**config.mk**
```make
export PLATFORM = sky130hd
export DESIGN_NAME = shift_add_mult_seq
export DESIGN_NICKNAME = d
export VERILOG_FILES = /design/src/rtl/shift_add_mult_seq_pkg.sv /design/src/rtl/shift_add_mult_seq_onehot_shift.sv /design/src/rtl/shift_add_mult_seq.sv
export SDC_FILE = /design/constraint.sdc
export NUM_CORES = 1
export LEC_CHECK = 0
export ABC_AREA = 0
export CAP_MARGIN = 20
export CORE_ASPECT_RATIO = 0.75
export CORE_MARGIN = 2
export CORE_UTILIZATION = 35
export CTS_BUF_LIST = sky130_fd_sc_hd__clkbuf_2
export DETAILED_ROUTE_END_ITERATION = 8
export GPL_TIMING_DRIVEN = 1
export SYNTH_ARGS = -nofsm -noshare
export SYNTH_HDL_FRONTEND = slang
export SYNTH_SLANG_ARGS = --single-unit
```
**constraint.sdc**
```tcl
create_clock -name clk -period 3.1 [get_ports clk]
set_clock_uncertainty 0.2 [all_clocks]
set_input_delay 0.31 -clock clk [delete_from_list [all_inputs] [get_ports clk]]
set_output_delay 0.31 -clock clk [all_outputs]
set_load 0.02 [all_outputs]
```
**src/rtl/shift_add_mult_seq_pkg.sv**
```systemverilog
`default_nettype none
// ============================================================================
//  Module      : shift_add_mult_seq_pkg
//  Description : Shared types and helpers for the sequential shift-and-add
//                multiplier and its one-hot shifter stage.
//  Revision    : 1.0  initial release
// ============================================================================
package shift_add_mult_seq_pkg;

    // Default operand width in bits. The product is twice this width.
    localparam int DEFAULT_WIDTH = 4;

    // Controller states. The encoding is fixed at 2 bits.
    typedef enum logic [1:0] {
        ST_IDLE = 2'd0,
        ST_RUN  = 2'd1,
        ST_DONE = 2'd2
    } state_t;

    // Converts a one-hot vector to the index of its set bit. An all-zero
    // input yields 0; shifting by zero keeps the result harmless.
    function automatic int onehot_to_index(input logic [31:0] oh);
        int idx;
        idx = 0;
        for (int i = 0; i < 32; i++) begin
            if (oh[i]) begin
                idx = i;
            end
        end
        return idx;
    endfunction

endpackage
`default_nettype wire

```
**src/rtl/shift_add_mult_seq_onehot_shift.sv**
```systemverilog
`default_nettype none
// ============================================================================
//  Module      : onehot_shift
//  Description : Combinational shifter. Moves data left by the position
//                marked in a one-hot select and zero-extends to 2*WIDTH bits.
//  Revision    : 1.0  initial release
// ============================================================================
module onehot_shift
    import shift_add_mult_seq_pkg::*;
#(
    parameter int WIDTH = DEFAULT_WIDTH
) (
    input  logic [WIDTH-1:0]   data,
    input  logic [WIDTH-1:0]   sel,
    output logic [2*WIDTH-1:0] shifted
);

    logic [2*WIDTH-1:0] w_data_ext;
    int                 w_idx;

    // Widen first so no bits are lost when shifting up to WIDTH-1 places.
    always_comb begin
        w_data_ext = {{WIDTH{1'b0}}, data};
        w_idx      = onehot_to_index(32'(sel));
        shifted    = w_data_ext << w_idx;
    end

endmodule
`default_nettype wire

```
**src/rtl/shift_add_mult_seq.sv**
```systemverilog
`default_nettype none
// ============================================================================
//  Module      : shift_add_mult_seq
//  Description : Sequential unsigned shift-and-add multiplier. Examines one
//                multiplier bit per cycle via a rotating one-hot select and
//                accumulates shifted partial products into a 2*WIDTH result.
//  Revision    : 1.0  initial release
// ============================================================================
module shift_add_mult_seq
    import shift_add_mult_seq_pkg::*;
#(
    parameter int WIDTH = DEFAULT_WIDTH
) (
    input  logic               clk,
    input  logic               rst_n,
    input  logic               start,
    input  logic [WIDTH-1:0]   A,
    input  logic [WIDTH-1:0]   B,
    output logic               busy,
    output logic               done,
    output logic [2*WIDTH-1:0] P
);

    state_t             r_state;
    logic [WIDTH-1:0]   r_a;
    logic [WIDTH-1:0]   r_b;
    logic [WIDTH-1:0]   r_sel;
    logic [2*WIDTH-1:0] r_acc;
    logic [2*WIDTH-1:0] r_p;
    logic               r_busy;
    logic               r_done;

    logic [2*WIDTH-1:0] w_pp;
    logic [2*WIDTH-1:0] w_acc_next;

    // Partial product: captured multiplicand moved to the selected bit weight.
    onehot_shift #(
        .WIDTH (WIDTH)
    ) u_onehot_shift (
        .data    (r_a),
        .sel     (r_sel),
        .shifted (w_pp)
    );

    // Add the partial product only when the selected multiplier bit is set.
    always_comb begin
        w_acc_next = r_acc;
        if (|(r_b & r_sel)) begin
            w_acc_next = r_acc + w_pp;
        end
    end

    // Controller, accumulator and select rotation; all outputs registered.
    always_ff @(posedge clk) begin
        if (!rst_n) begin
            r_state <= ST_IDLE;
            r_a     <= '0;
            r_b     <= '0;
            r_sel   <= '0;
            r_acc   <= '0;
            r_p     <= '0;
            r_busy  <= 1'b0;
            r_done  <= 1'b0;
        end else begin
            case (r_state)
                ST_IDLE: begin
                    r_done <= 1'b0;
                    if (start) begin
                        r_a     <= A;
                        r_b     <= B;
                        r_acc   <= '0;
                        r_sel   <= {{(WIDTH-1){1'b0}}, 1'b1};
                        r_busy  <= 1'b1;
                        r_state <= ST_RUN;
                    end
                end
                ST_RUN: begin
                    r_acc <= w_acc_next;
                    if (r_sel[WIDTH-1]) begin
                        // Last multiplier bit: publish the finished product.
                        r_p     <= w_acc_next;
                        r_sel   <= '0;
                        r_busy  <= 1'b0;
                        r_done  <= 1'b1;
                        r_state <= ST_DONE;
                    end else begin
                        r_sel <= {r_sel[WIDTH-2:0], r_sel[WIDTH-1]};
                    end
                end
                ST_DONE: begin
                    // start is deliberately not looked at here.
                    r_done  <= 1'b0;
                    r_state <= ST_IDLE;
                end
                default: begin
                    r_sel   <= '0;
                    r_busy  <= 1'b0;
                    r_done  <= 1'b0;
                    r_state <= ST_IDLE;
                end
            endcase
        end
    end

    assign busy = r_busy;
    assign done = r_done;
    assign P    = r_p;

endmodule
`default_nettype wire

```
==> impl_metrics.csv <==
group,metric,value,unit
min_path,hold_class,"in2reg",
finish,drive_above_1_share,9.836,%
finish,final_util,42.69,%
finish,diodes,0,
worst_setup_path,critPathCaptureType,"register",
clock_tree,htree_levels,2,
timing,period_needed,2.754,ns
worst_setup_path,start_kind,"register",
min_path,hp-start,"B[0]",
clock_tree,cts_made_buffers,5,
global_routing,grt_pass1_wl,7914,µm
logic_synthesis,yosysSeqAreaShare,35.46,%
clock_tree,postCtsHoldBufs,0,
timing,tns,0,ns
clock_tree,cts.sinks,32,
route,drt_wl_total,4465,µm
worst_setup_path,r2r_cells,9,
worst_setup_path,worstSetupPathType,"reg2reg",
route,initialDrtViolationCount,113,
global_routing,grt_overflow_total,0,
worst_setup_path,arrival,2.87,ns
placement,io_buffers,20,
min_path,min_delay_worst_endpoint,"r_b[0]",
timing,setup_violations,0,
route,wl_per_cell,14.69,µm
timing,rsz0062_at_grt,"false",
clock_tree,cts_setup_buffers,0,
logic_synthesis,synthCells,222,
worst_setup_path,max_stage_delay,0.58,ns
finish,mostFrequentLayoutCell,"nand2_1",
floorplan,die_w,86.96,µm
timing,fmax,363.1,MHz
worst_setup_path,cp_slowest_cell,"dfxtp_1",
floorplan,rows,22,
placement,dp.cells,296,
worst_setup_path,cp_cell_sequence,"mux2i_1 > nor2_1 > a21oi_1 > o21ai_0 > ha_1 > and3_1 > a221oi_2 > mux2_2 > a31oi_1",
route,routed.top_layer,"met4",
worst_setup_path,reg2reg_to,"P[6]",
floorplan,dieHeight,66.22,µm
power_and_ir_drop,power_density,342.7,nW/µm²
timing,slew_violations,0,
logic_synthesis,yosys_most_used_dff,"dfxtp_1",
global_routing,track_usage,17.75,%
route,ant_nets,0,
logic_synthesis,synth-edff-count,0,
logic_synthesis,synth-seq-cells,32,
timing,finalHoldViolations,0,
clock_tree,root_buffer,"clkbuf_2",
placement,place.gp.congestion,0.8115,
route,route.layer.met1.wl,2428,µm
floorplan,fp.coreArea,4927,µm²
clock_tree,cts_resized,0,
placement,preCtsSetupSlack,0.3676,ns
clock_tree,cts_tree,"done",
floorplan,start_util,36.67,%
run_status,status,"complete, no violations",
route,wl_met2,1783,µm
finish,syn2layout_area_growth,16.41,%
logic_synthesis,syn_area,1807,µm²
logic_synthesis,syn_area_per_cell,8.138,µm²
floorplan,die_area,5758,µm²
logic_synthesis,ys_async_sr_fraction,0,%
worst_setup_path,reg2reg_slack,0.35,ns
worst_setup_path,rr_startpoint,"r_sel[1]",
run,cap_violations,0,
power_and_ir_drop,leakage,0.8179,nW
timing,worst_pin_slew,0.7271,ns
min_path,hold_path_depth,3,
floorplan,io_pins,21,
route,drc,0,
clock_tree,clk_pin_slew,0.17,ns
placement,hpwl,3313,µm
timing,layout_setup_ws,0.3459,ns
finish,layout_common_cells,"nand2_1, dfxtp_1, a21oi_1, clkdlybuf4s50_1, nor2_1",
route,viasPerCell,5.487,
logic_synthesis,synth_cell_types,52,
route,firstDrtPassIters,4,
worst_setup_path,path_max_fanout,9,
route,vias,1668,
power_and_ir_drop,irDropWorstVdd,0.1333,mV
global_routing,antenna_found_initial,0,
power_and_ir_drop,p_total,0.7208,mW
finish,nets,263,
finish,fin_cells,304,
logic_synthesis,syn_nets,242,
timing,max-slew-margin-rel,51.43,%
worst_setup_path,crit_required,3.22,ns
logic_synthesis,yosysWarnings,0,
route,met3_length,217,µm
clock_tree,clk_path_buf_depth,2,
clock_tree,insertion_delay,0.38,ns
global_routing,grt_start_max_net_pins,16,
timing,timing.final.crit_share,88.84,%
global_routing,grt_pass1_vias,1619,
synthesized netlist by cell type, types with 2 or more instances:
cell type  number  area share, %
and2_1          4            1.4
a22oi_2         3            2.1
a22oi_1         2           0.83
and3_1          4            1.4
o21a_1          3            1.2
buf_2           2           0.55
ha_1            8            5.5
mux2i_1         3            1.7
o31ai_1         2           0.83
nand3_1        11            3.0
a31oi_1         2           0.69
nor3_1          4            1.1
inv_1           5            1.0
o21ai_0         8            2.2
nor2b_1         4            1.4
nand2b_1        2           0.69
a21oi_1        23            6.4
clkbuf_1        6            1.2
nor2_1         19            3.9
o2111ai_1       3            1.5
dfxtp_1        32             35
or3_1           2           0.69
xor2_1          2           0.97
a22o_1          2           0.97
buf_4           3            1.2
o211ai_1        2           0.83
a311oi_1        2           0.97
nand2_1        35            7.3
where the power goes:
part	total (mW)	internal, mW	switching [mW]
sequential	0.436	0.422	0.0137
combinational	0.0817	0.0356	0.0461
clock	0.203	0.0603	0.143
total	0.721	0.518	0.203
how the worst max path moves through the flow:
stage | from | to | slack, ns | cells after the start
finish | r_sel[1] | P[6] | 0.35 | 9
global route | r_sel[1] | P[6] | 0.08 | 9
CTS | r_sel[1] | P[6] | 0.33 | 9
detailed placement | r_sel[1] | P[6] | 0.37 | 9
global placement | r_sel[1] | P[6] | 0.42 | 9
floorplan | r_sel[2] | P[6] | 0.55 | 8
flip-flops by register name (all words and copies together) (netlist names):
name / count
r_acc: 8
r_a: 4
busy: 1
r_b: 4
done: 1
r_state: 2
P: 8
r_sel: 4
worst max-delay path: cells and delay by family, from the launching register on:
family | cells | cell delay (ns)
AND/OR/NAND/NOR | 2 | 0.25
AO/OA/AOI/OAI | 4 | 0.69
multiplexers | 2 | 0.60
flip-flops | 1 | 0.58
adder cells (fa/ha/maj) | 1 | 0.37
through the flow:
step	hold WS [ns]	area, µm²
2_1_floorplan	0.2460	1807
3_3_place_gp	0.2771	2064
3_5_place_dp	0.2835	2064
4_1_cts	0.2446	2103
5_1_grt	0.2370	2103
6_report	0.2528	2103
cell type report:
class	count	area, µm²
fill	531	2824
multi-input combinational	174	1092
sequential	32	640.6
timing repair buffer	25	237.7
tap	60	75.07
clock buffer	7	35.03
inverter	5	18.77
clock inverter	1	3.754
per-layer routing:
metal | GRT usage, % | vias up
met5 | 0 | -
met4 | 4.883 | 0
met3 | 5.493 | 6
met2 | 25.19 | 33
met1 | 25.54 | 781
li1 | - | 848
cell families (layout without fill, tap and decap cells):
family,count (synthesis),count (layout),synth area share (%)
flops,32,32,35.46
fa+ha+maj,9,9,6.648
mux,5,5,2.909
simple gates,93,93,24.45
compound gates,65,65,25.49
xor+xnor,2,2,0.9697
buf+inv,16,38,4.086
Power figures use the tool's default switching activity.
